File: src/rtl/controller_multicycle_fsm_if.sv
// Control/status bundle between the multi-cycle sequencer and the RV32I datapath.
// The master is the sequencer; the slave is the datapath.
interface controller_multicycle_fsm_if;
   logic [6:0] op;
   logic [2:0] f3;
   logic       zero;
   logic       neg;
   logic       pc_write;
   logic       adr_src;
   logic       mem_write;
   logic       ir_write;
   logic       reg_write;
   logic [1:0] result_src;
   logic [1:0] alu_src_a;
   logic [1:0] alu_src_b;
   logic [1:0] alu_op;
   logic [2:0] imm_src;
   logic       instr_done;
   logic       illegal_op;

   modport master (
      input  op, f3, zero, neg,
      output pc_write, adr_src, mem_write, ir_write, reg_write, result_src,
             alu_src_a, alu_src_b, alu_op, imm_src, instr_done, illegal_op
   );

   modport slave (
      output op, f3, zero, neg,
      input  pc_write, adr_src, mem_write, ir_write, reg_write, result_src,
             alu_src_a, alu_src_b, alu_op, imm_src, instr_done, illegal_op
   );
endinterface

File: src/rtl/controller_multicycle_fsm.sv
// Main sequencer for the multi-cycle RV32I datapath: walks each instruction through
// fetch/decode/execute/memory/writeback and drives every datapath select and enable.
module controller_multicycle_fsm #(
   parameter int unsigned MEM_WAIT = 0
) (
   input  logic                           clk,
   input  logic                           rst,
   controller_multicycle_fsm_if.master    bus
);
   localparam int unsigned CW = 4;

   localparam logic [6:0] OP_LOAD  = 7'b0000011;
   localparam logic [6:0] OP_STORE = 7'b0100011;
   localparam logic [6:0] OP_R     = 7'b0110011;
   localparam logic [6:0] OP_I     = 7'b0010011;
   localparam logic [6:0] OP_B     = 7'b1100011;
   localparam logic [6:0] OP_JAL   = 7'b1101111;
   localparam logic [6:0] OP_JALR  = 7'b1100111;
   localparam logic [6:0] OP_LUI   = 7'b0110111;

   typedef enum logic [3:0] {
      S_FETCH, S_DECODE, S_MEMADR, S_MEMREAD, S_MEMWB, S_MEMWRITE, S_EXECR,
      S_EXECI, S_LUI, S_ALUWB, S_BRANCH, S_JAL, S_JALR1, S_JALR2
   } state_t;

   state_t        state, state_nxt;
   logic [CW-1:0] wait_cnt, wait_nxt;
   logic          mem_state;
   logic          mem_last;
   logic          taken;

   always_ff @(posedge clk) begin
      if (rst) begin
         state    <= S_FETCH;
         wait_cnt <= '0;
      end else begin
         state    <= state_nxt;
         wait_cnt <= wait_nxt;
      end
   end

   // Next state and Moore outputs; memory states hold until the wait counter expires.
   always_comb begin
      state_nxt      = state;
      mem_state      = 1'b0;
      mem_last       = (wait_cnt == CW'(MEM_WAIT));
      taken          = 1'b0;
      bus.pc_write   = 1'b0;
      bus.adr_src    = 1'b0;
      bus.mem_write  = 1'b0;
      bus.ir_write   = 1'b0;
      bus.reg_write  = 1'b0;
      bus.result_src = 2'b00;
      bus.alu_src_a  = 2'b00;
      bus.alu_src_b  = 2'b00;
      bus.alu_op     = 2'b00;
      bus.imm_src    = 3'b000;
      bus.instr_done = 1'b0;
      bus.illegal_op = 1'b0;

      case (bus.op)
         OP_STORE: bus.imm_src = 3'b001;
         OP_B:     bus.imm_src = 3'b010;
         OP_JAL:   bus.imm_src = 3'b011;
         OP_LUI:   bus.imm_src = 3'b100;
         default:  bus.imm_src = 3'b000;
      endcase

      case (bus.f3)
         3'b000:  taken = bus.zero;
         3'b001:  taken = !bus.zero;
         3'b100:  taken = bus.neg;
         3'b101:  taken = !bus.neg;
         default: taken = 1'b0;
      endcase

      case (state)
         S_FETCH: begin
            mem_state      = 1'b1;
            bus.alu_src_b  = 2'b10;
            bus.result_src = 2'b10;
            if (mem_last) begin
               bus.ir_write = 1'b1;
               bus.pc_write = 1'b1;
               state_nxt    = S_DECODE;
            end
         end
         S_DECODE: begin
            bus.alu_src_a = 2'b01;
            bus.alu_src_b = 2'b01;
            case (bus.op)
               OP_LOAD, OP_STORE: state_nxt = S_MEMADR;
               OP_R:              state_nxt = S_EXECR;
               OP_I:              state_nxt = S_EXECI;
               OP_B:              state_nxt = S_BRANCH;
               OP_JAL:            state_nxt = S_JAL;
               OP_JALR:           state_nxt = S_JALR1;
               OP_LUI:            state_nxt = S_LUI;
               default: begin
                  bus.illegal_op = 1'b1;
                  state_nxt      = S_FETCH;
               end
            endcase
         end
         S_MEMADR: begin
            bus.alu_src_a = 2'b10;
            bus.alu_src_b = 2'b01;
            state_nxt     = bus.op[5] ? S_MEMWRITE : S_MEMREAD;
         end
         S_MEMREAD: begin
            mem_state   = 1'b1;
            bus.adr_src = 1'b1;
            if (mem_last) state_nxt = S_MEMWB;
         end
         S_MEMWB: begin
            bus.result_src = 2'b01;
            bus.reg_write  = 1'b1;
            bus.instr_done = 1'b1;
            state_nxt      = S_FETCH;
         end
         S_MEMWRITE: begin
            mem_state   = 1'b1;
            bus.adr_src = 1'b1;
            if (mem_last) begin
               bus.mem_write  = 1'b1;
               bus.instr_done = 1'b1;
               state_nxt      = S_FETCH;
            end
         end
         S_EXECR: begin
            bus.alu_src_a = 2'b10;
            bus.alu_op    = 2'b10;
            state_nxt     = S_ALUWB;
         end
         S_EXECI: begin
            bus.alu_src_a = 2'b10;
            bus.alu_src_b = 2'b01;
            bus.alu_op    = 2'b10;
            state_nxt     = S_ALUWB;
         end
         S_LUI: begin
            bus.alu_src_a = 2'b11;
            bus.alu_src_b = 2'b01;
            state_nxt     = S_ALUWB;
         end
         S_ALUWB: begin
            bus.reg_write  = 1'b1;
            bus.instr_done = 1'b1;
            state_nxt      = S_FETCH;
         end
         S_BRANCH: begin
            bus.alu_src_a  = 2'b10;
            bus.alu_op     = 2'b01;
            bus.instr_done = 1'b1;
            bus.pc_write   = taken;
            state_nxt      = S_FETCH;
         end
         S_JAL, S_JALR2: begin
            bus.alu_src_a = 2'b01;
            bus.alu_src_b = 2'b10;
            bus.pc_write  = 1'b1;
            state_nxt     = S_ALUWB;
         end
         S_JALR1: begin
            bus.alu_src_a = 2'b10;
            bus.alu_src_b = 2'b01;
            state_nxt     = S_JALR2;
         end
         default: state_nxt = S_FETCH;
      endcase

      wait_nxt = (mem_state && !mem_last) ? wait_cnt + CW'(1) : '0;

      // Reset silences the datapath in the same cycle it is seen.
      if (rst) begin
         bus.pc_write   = 1'b0;
         bus.adr_src    = 1'b0;
         bus.mem_write  = 1'b0;
         bus.ir_write   = 1'b0;
         bus.reg_write  = 1'b0;
         bus.result_src = 2'b00;
         bus.alu_src_a  = 2'b00;
         bus.alu_src_b  = 2'b00;
         bus.alu_op     = 2'b00;
         bus.imm_src    = 3'b000;
         bus.instr_done = 1'b0;
         bus.illegal_op = 1'b0;
      end
   end
endmodule
File: src/flat_wrapper.sv
// flat-port wrapper written by rule: the top's interface ports become plain ports
module controller_multicycle_fsm_flat 
#(
   parameter int unsigned MEM_WAIT = 0
)
  (clk, rst, bus_op, bus_f3, bus_zero, bus_neg, bus_pc_write, bus_adr_src, bus_mem_write, bus_ir_write, bus_reg_write, bus_result_src, bus_alu_src_a, bus_alu_src_b, bus_alu_op, bus_imm_src, bus_instr_done, bus_illegal_op);
  controller_multicycle_fsm_if bus_i ();
  input  logic clk;
  input  logic rst;
  input wire logic [$bits(bus_i.op)-1:0] bus_op;
  input wire logic [$bits(bus_i.f3)-1:0] bus_f3;
  input wire logic [$bits(bus_i.zero)-1:0] bus_zero;
  input wire logic [$bits(bus_i.neg)-1:0] bus_neg;
  output wire logic [$bits(bus_i.pc_write)-1:0] bus_pc_write;
  output wire logic [$bits(bus_i.adr_src)-1:0] bus_adr_src;
  output wire logic [$bits(bus_i.mem_write)-1:0] bus_mem_write;
  output wire logic [$bits(bus_i.ir_write)-1:0] bus_ir_write;
  output wire logic [$bits(bus_i.reg_write)-1:0] bus_reg_write;
  output wire logic [$bits(bus_i.result_src)-1:0] bus_result_src;
  output wire logic [$bits(bus_i.alu_src_a)-1:0] bus_alu_src_a;
  output wire logic [$bits(bus_i.alu_src_b)-1:0] bus_alu_src_b;
  output wire logic [$bits(bus_i.alu_op)-1:0] bus_alu_op;
  output wire logic [$bits(bus_i.imm_src)-1:0] bus_imm_src;
  output wire logic [$bits(bus_i.instr_done)-1:0] bus_instr_done;
  output wire logic [$bits(bus_i.illegal_op)-1:0] bus_illegal_op;
  assign bus_i.op = bus_op;
  assign bus_i.f3 = bus_f3;
  assign bus_i.zero = bus_zero;
  assign bus_i.neg = bus_neg;
  assign bus_pc_write = bus_i.pc_write;
  assign bus_adr_src = bus_i.adr_src;
  assign bus_mem_write = bus_i.mem_write;
  assign bus_ir_write = bus_i.ir_write;
  assign bus_reg_write = bus_i.reg_write;
  assign bus_result_src = bus_i.result_src;
  assign bus_alu_src_a = bus_i.alu_src_a;
  assign bus_alu_src_b = bus_i.alu_src_b;
  assign bus_alu_op = bus_i.alu_op;
  assign bus_imm_src = bus_i.imm_src;
  assign bus_instr_done = bus_i.instr_done;
  assign bus_illegal_op = bus_i.illegal_op;
  controller_multicycle_fsm #(.MEM_WAIT(MEM_WAIT)) u_core (.clk(clk), .rst(rst), .bus(bus_i));
endmodule
File: config.mk
export PLATFORM = sky130hd
export DESIGN_NAME = controller_multicycle_fsm_flat
export DESIGN_NICKNAME = d
export VERILOG_FILES = /design/src/rtl/controller_multicycle_fsm_if.sv /design/src/rtl/controller_multicycle_fsm.sv /design/src/flat_wrapper.sv
export SDC_FILE = /design/constraint.sdc
export NUM_CORES = 1
export LEC_CHECK = 0
export CAP_MARGIN = 10
export CORE_AREA = 2 2 52 54
export DETAILED_ROUTE_END_ITERATION = 10
export DIE_AREA = 0 0 54 56
export HOLD_SLACK_MARGIN = 0.08
export PLACE_DENSITY = 0.79
export SYNTH_ARGS = -nofsm -noshare
export SYNTH_HDL_FRONTEND = slang
export SYNTH_SLANG_ARGS = --single-unit
export TNS_END_PERCENT = 50
File: constraint.sdc
create_clock -name clk -period 1.5 [get_ports clk]
set_input_delay 0.15 -clock clk [delete_from_list [all_inputs] [get_ports clk]]
set_output_delay 0.15 -clock clk [all_outputs]
set_load 0.1 [all_outputs]
==> metrics.log, run 1 <==
[metrics] Netlist Area Pre-Place: 962 sq um
[metrics] Tot GR Track Use: 67.9%
[metrics] number of CTS-inserted buffers: 3
[metrics] die span in x: 54 um
[metrics] proportion of register bits with asynchronous set or reset after synthesis: 0%
[metrics] H-Tree Depth: 1
[metrics] number of buffers inserted by hold repair at cts: 0
[metrics] post-detail-place hpwl: 2.86 mm
[metrics] Sink Count: 8
[metrics] post-synth net total: 151
[metrics] maximum buffer depth of the clock tree: 2
[metrics] number of standard cells after synthesis: 135
[metrics] GR Overflow Total: 31
[metrics] main flop type after synthesis: dfxtp_1
[metrics] most instantiated cells after synthesis: 18 x nor2_1, 9 x a21oi_1, 8 x dfxtp_1, 8 x nand2b_1
[metrics] Log Error: [ERROR GRT-0232] Routing congestion too high. Check the congestion heatmap in the GUI.
[metrics] flip-flop and latch count after synthesis: 8
[metrics] DIE HEIGHT: 56 um
[metrics] cell at the root of the clock tree: clkbuf_4
[metrics] last worst endpoint in the global-route repair_timing: bus_pc_write
[metrics] biggest area consumer among synthesized cells: dfxtp_1
[metrics] quantity of I/O buffers inserted on ports: 31
[metrics] count leader, synth: nor2_1
[metrics] placed cell count: 237
[metrics] proportion of synthesized chip area in sequential cells: 16.6%
[metrics] stage reached: global routing (5_1_grt)
[metrics] result of the run: did not finish
[metrics] pin count of the biggest net entering global routing: 16
[metrics] number of flops mapped to enable cells by yosys: 0
[metrics] Synth area leaders: dfxtp_1 17%, nor2_1 7.0%, nand2b_1 5.2%
[metrics] number of placement rows: 18
[metrics] pre-CTS setup slack: -0.416 ns
[metrics] Top-Level Pins: 32
[metrics] Avg Cell Area, Syn: 7.13 sq um
[metrics] post-synthesis cell type count: 48
[metrics] warnings from Yosys: 0
[metrics] starting utilization of the core area: 39.6%
[metrics] Final GP Congestion: 0.940
[metrics] top cell type's share of synthesized area: 16.6%
[metrics] Worst-path end type: top-level output
cells by family after synthesis:
| kind of cell | count (synthesis) | synth area share, % |
|---|---|---|
| adders and majority gates | 2 | 2.60 |
| xor gates and xnor gates | 6 | 5.46 |
| buffers and inverters | 13 | 6.89 |
| muxes | 1 | 1.04 |
| and+or+nand+nor | 75 | 44.6 |
| AOI/OAI and AO/OA | 30 | 22.8 |
| DFF | 8 | 16.6 |
timing repair:
item | 4_1_cts
gates resized for setup | 53
setup buffers | 6
setup endpoints to repair | 26
pin swaps | 14
layer usage:
metal	track usage, %	GRT overflow
met5	0	0
met4	70.7	10
met3	42.2	0
met2	84.0	21
met1	72.4	0
stage by stage:
step,utilization (%),area [sq um],hold WS [ns]
2_1_floorplan,-,1150,0.365
3_3_place_gp,81.4,1980,0.499
3_5_place_dp,81.4,1980,0.516
4_1_cts,92.7,2250,0.526
==> run 2, diff against run 1 <==
--- a/config.mk
+++ b/config.mk
@@ -6,11 +6,10 @@
 export NUM_CORES = 1
 export LEC_CHECK = 0
 export CAP_MARGIN = 10
-export CORE_AREA = 2 2 52 54
+export CORE_AREA = 2 2 63 65
 export DETAILED_ROUTE_END_ITERATION = 10
-export DIE_AREA = 0 0 54 56
-export HOLD_SLACK_MARGIN = 0.08
-export PLACE_DENSITY = 0.79
+export DIE_AREA = 0 0 65 67
+export PLACE_DENSITY_LB_ADDON = 0.15
 export SYNTH_ARGS = -nofsm -noshare
 export SYNTH_HDL_FRONTEND = slang
 export SYNTH_SLANG_ARGS = --single-unit
==> constraint.sdc (replaced) <==
create_clock -name clk -period 1.95 [get_ports clk]
set_input_delay 0.195 -clock clk [delete_from_list [all_inputs] [get_ports clk]]
set_output_delay 0.195 -clock clk [all_outputs]
set_load 0.1 [all_outputs]
==> run 2 against run 1 <==
The flow now finishes, with violations (negative setup slack). Synthesized cell count did not move. Synthesized area did not move.
==> metrics.log, run 2 <==
[metrics] result of the run: complete, but fails checks
[metrics] failing checks: negative setup slack
[metrics] antenna violations before repair: 0
[metrics] Top-Level Pins: 32
[metrics] Worst Setup End Kind: primary output
[metrics] flip-flop and latch count after synthesis: 8
[metrics] Tot GR Track Use: 14.8%
[metrics] H-Tree Depth: 1
[metrics] Sink Count: 8
[metrics] final critical-path setup slack: -0.102 ns
[metrics] placed cell count: 227
[metrics] count leader, synth: nor2_1
[metrics] number of standard cells after synthesis: 135
[metrics] largest registers ranked by flip-flop count: u_core.state (4), u_core.wait_cnt (4)
[metrics] power per cell area: 360 nW/um^2
[metrics] post-synth net total: 151
[metrics] Util after Layout: 52.7%
[metrics] Data required, critical path: 1.75 ns
[metrics] path class of the lowest-slack min-delay path: flop to flop
[metrics] initial drt markers: 12
[metrics] biggest area consumer among synthesized cells: dfxtp_1
[metrics] maximum achievable frequency: 0.487 GHz
[metrics] warnings from Yosys: 0
[metrics] Final GP Congestion: 0.834
[metrics] final-layout setup total negative slack: -0.131 ns
[metrics] post-detailed-route via-to-cell ratio: 5.07
[metrics] Netlist Area Pre-Place: 962 sq um
[metrics] DIE HEIGHT: 67 um
[metrics] top cell type's share of synthesized area: 16.6%
[metrics] Avg Cell Area, Syn: 7.13 sq um
[metrics] Worst-Skew Late Latency: 0.23 ns
[metrics] GR Overflow Total: 0
[metrics] Leak: 0.715 nW
[metrics] Total Power Consumption: 685 uW
[metrics] Synth Area in Adders: 2.60%
[metrics] number of flops mapped to enable cells by yosys: 0
[metrics] pin count of the biggest net entering global routing: 16
[metrics] drt wl/cell: 13.0 um
[metrics] proportion of synthesized chip area in sequential cells: 16.6%
[metrics] top sig layer: met4
[metrics] peak ir drop on the vdd network: 0.000248 V
[metrics] count of nets after finishing: 205
[metrics] wire length on met3: 169 um
[metrics] area grow syn2layout: 97.5%
[metrics] most common cell after layout, fill and taps aside: buf_4
[metrics] full die area: 4360 sq um
[metrics] register-to-register path setup slack: 0.15 ns
[metrics] number of CTS-inserted buffers: 3
[metrics] Hold Startpoint: u_core.wait_cnt[0]
[metrics] sort of element at the start of the critical path: flop
[metrics] crit-path max FO: 2
[metrics] shortest period the worst path allows: 2.05 ns
[metrics] final cell count without fillers: 235
[metrics] main flop type after synthesis: dfxtp_1
[metrics] ANT cells: 0
[metrics] cell count of the worst hold path: 2
[metrics] cell at the root of the clock tree: clkbuf_8
[metrics] post-detail-place hpwl: 2.36 mm
[metrics] simple-gate share of the synthesized area: 44.6%
[metrics] met1 wire length: 1.24 mm
[metrics] number of global-route vias before repair: 1213
[metrics] endpoint of the worst-slack reg-to-reg timing path: u_core.state[1]
[metrics] layout cell share with drive strength beyond 1: 48.7%
[metrics] proportion of register bits with asynchronous set or reset after synthesis: 0%
[metrics] transition at the pin with the smallest max-transition slack: 0.451 ns
[metrics] ratio of final minimum period to clock period: 105%
[metrics] share of the synthesized area in compound gates (AO/OA/AOI/OAI): 22.8%
[metrics] number of nets with antenna violations after routing: 0
[metrics] Pre-Repair DR Iteration Count: 4
[metrics] wire length after detailed routing: 3.05 mm
[metrics] setup repair after global routing missed its margin: yes
[metrics] multiplexer share of the synthesized area: 1.04%
[metrics] Hold EP: u_core.wait_cnt[0]
[metrics] most instantiated cells after synthesis: 18 x nor2_1, 9 x a21oi_1, 8 x dfxtp_1, 8 x nand2b_1
[metrics] CTS tree: done
[metrics] final hold vios: 0
[metrics] depth of the most critical reg-to-reg path: 6
[metrics] Synth area leaders: dfxtp_1 17%, nor2_1 7.0%, nand2b_1 5.2%
[metrics] number of pins with negative max-slew slack in the final report: 0
[metrics] clock slew at reported path FFs: 0.04 ns
[metrics] number of vias after detailed routing: 1191
[metrics] WP data arrival: 1.86 ns
[metrics] max-capacitance violation count: 0
[metrics] number of placement rows: 22
[metrics] worst slew margin relative to its limit: 69.6%
[metrics] met2 wire length: 1.63 mm
[metrics] worst setup skew after layout: 0.00263 ns
[metrics] final setup violation count: 2
[metrics] starting utilization of the core area: 26.7%
[metrics] die span in x: 65 um
[metrics] area inside the core boundary: 3610 sq um
[metrics] finished layout cell area: 1900 sq um
[metrics] path type of the worst setup path: flop to primary output
[metrics] total DRC errors in the routed layout: 0
[metrics] wire length of the first global-routing pass: 5.18 mm
[metrics] maximum buffer depth of the clock tree: 2
[metrics] instance area at placement: 1730 sq um
[metrics] dominant combinational cell family by area after synthesis: simple AND/OR/NAND/NOR gates
[metrics] quantity of I/O buffers inserted on ports: 31
[metrics] Synth Area in XOR/XNOR: 5.46%
[metrics] number of buffers inserted by hold repair at cts: 0
[metrics] top library cells by usage in the layout, fill and taps aside: 26 x buf_4, 18 x buf_12, 13 x clkdlybuf4s50_1, 12 x nor2_1, 7 x nand2b_1
[metrics] post-synthesis cell type count: 48
[metrics] worst reg2reg path startpoint: u_core.state[1]
==> run 2: cell counts after synthesis <==
No cell type changed its count.
==> run 2: through the flow <==
step / hold slack (ns) / setup slack (ns)
2_1_floorplan: 0.410 / -0.524
3_3_place_gp: 0.446 / -0.00479
3_5_place_dp: 0.463 / -0.0501
4_1_cts: 0.512 / -0.163
5_1_grt: 0.540 / -0.170
6_report: 0.524 / -0.102
==> run 2: final cells by class <==
| type | count | area, sq um |
|---|---|---|
| tap | 48 | 60.1 |
| fill | 339 | 1710 |
| clock buffer | 3 | 41.3 |
| multi-input combinational | 114 | 911 |
| inverter | 3 | 11.3 |
| sequential | 8 | 169 |
| timing repair buffer | 59 | 708 |
==> run 2: cells by family after synthesis <==
kind of cell | after synthesis
compound gates | 30
xor+xnor | 6
fa+ha+maj | 2
buf+inv | 13
flops | 8
mux | 1
simple gates | 75
==> run 2: layer usage <==
layer,global-route usage (%),up-vias
met5,0,-
met4,2.39,0
met3,3.21,2
met2,29.3,30
met1,16.3,556
li1,-,603
==> run 2: critical path: stages (launching register included) <==
cell      delay (ns)
dfxtp_2         0.32
inv_2           0.06
ha_4            0.13
or3b_4          0.37
o21ai_1         0.12
nand2b_1        0.10
a221oi_4        0.31
buf_12          0.21
==> run 2: how the worst max path moves through the flow <==
stage / endpoint / slack [ns] / start / depth (start not counted)
2_1_floorplan: bus_alu_src_b[1] / -0.52 / u_core.state[1] / 5
6_report: bus_pc_write / -0.10 / u_core.wait_cnt[1] / 7
4_1_cts: bus_pc_write / -0.16 / u_core.state[1] / 5
5_1_grt: bus_pc_write / -0.17 / u_core.state[2] / 6
3_5_place_dp: bus_pc_write / -0.05 / bus_f3[2] / 6
3_3_place_gp: bus_pc_write / -0.005 / bus_f3[2] / 6
==> run 2: what timing repair did <==
| action | 4_1_cts | 5_1_grt |
|---|---|---|
| resized for setup | 7 | 17 |
| endpoints found under the setup margin | 6 | 9 |
| setup buffers | 2 | 4 |
| pin swaps | 2 | 6 |
==> run 2: where the power goes <==
part / internal, mW / switching (mW) / total, mW
Combinational: 0.131 / 0.184 / 0.315
Sequential: 0.166 / 0.00366 / 0.170
Clock: 0.134 / 0.0662 / 0.200
No activity file was read; power rests on OpenSTA's default activity.
==> run 3, diff against run 2 <==
--- a/config.mk
+++ b/config.mk
@@ -5,7 +5,7 @@
 export SDC_FILE = /design/constraint.sdc
 export NUM_CORES = 1
 export LEC_CHECK = 0
-export CAP_MARGIN = 10
+export CAP_MARGIN = 20
 export CORE_AREA = 2 2 63 65
 export DETAILED_ROUTE_END_ITERATION = 10
 export DIE_AREA = 0 0 65 67
==> results of run 3 <==
Final layout, timing and power as in run 2 (identical DEF).
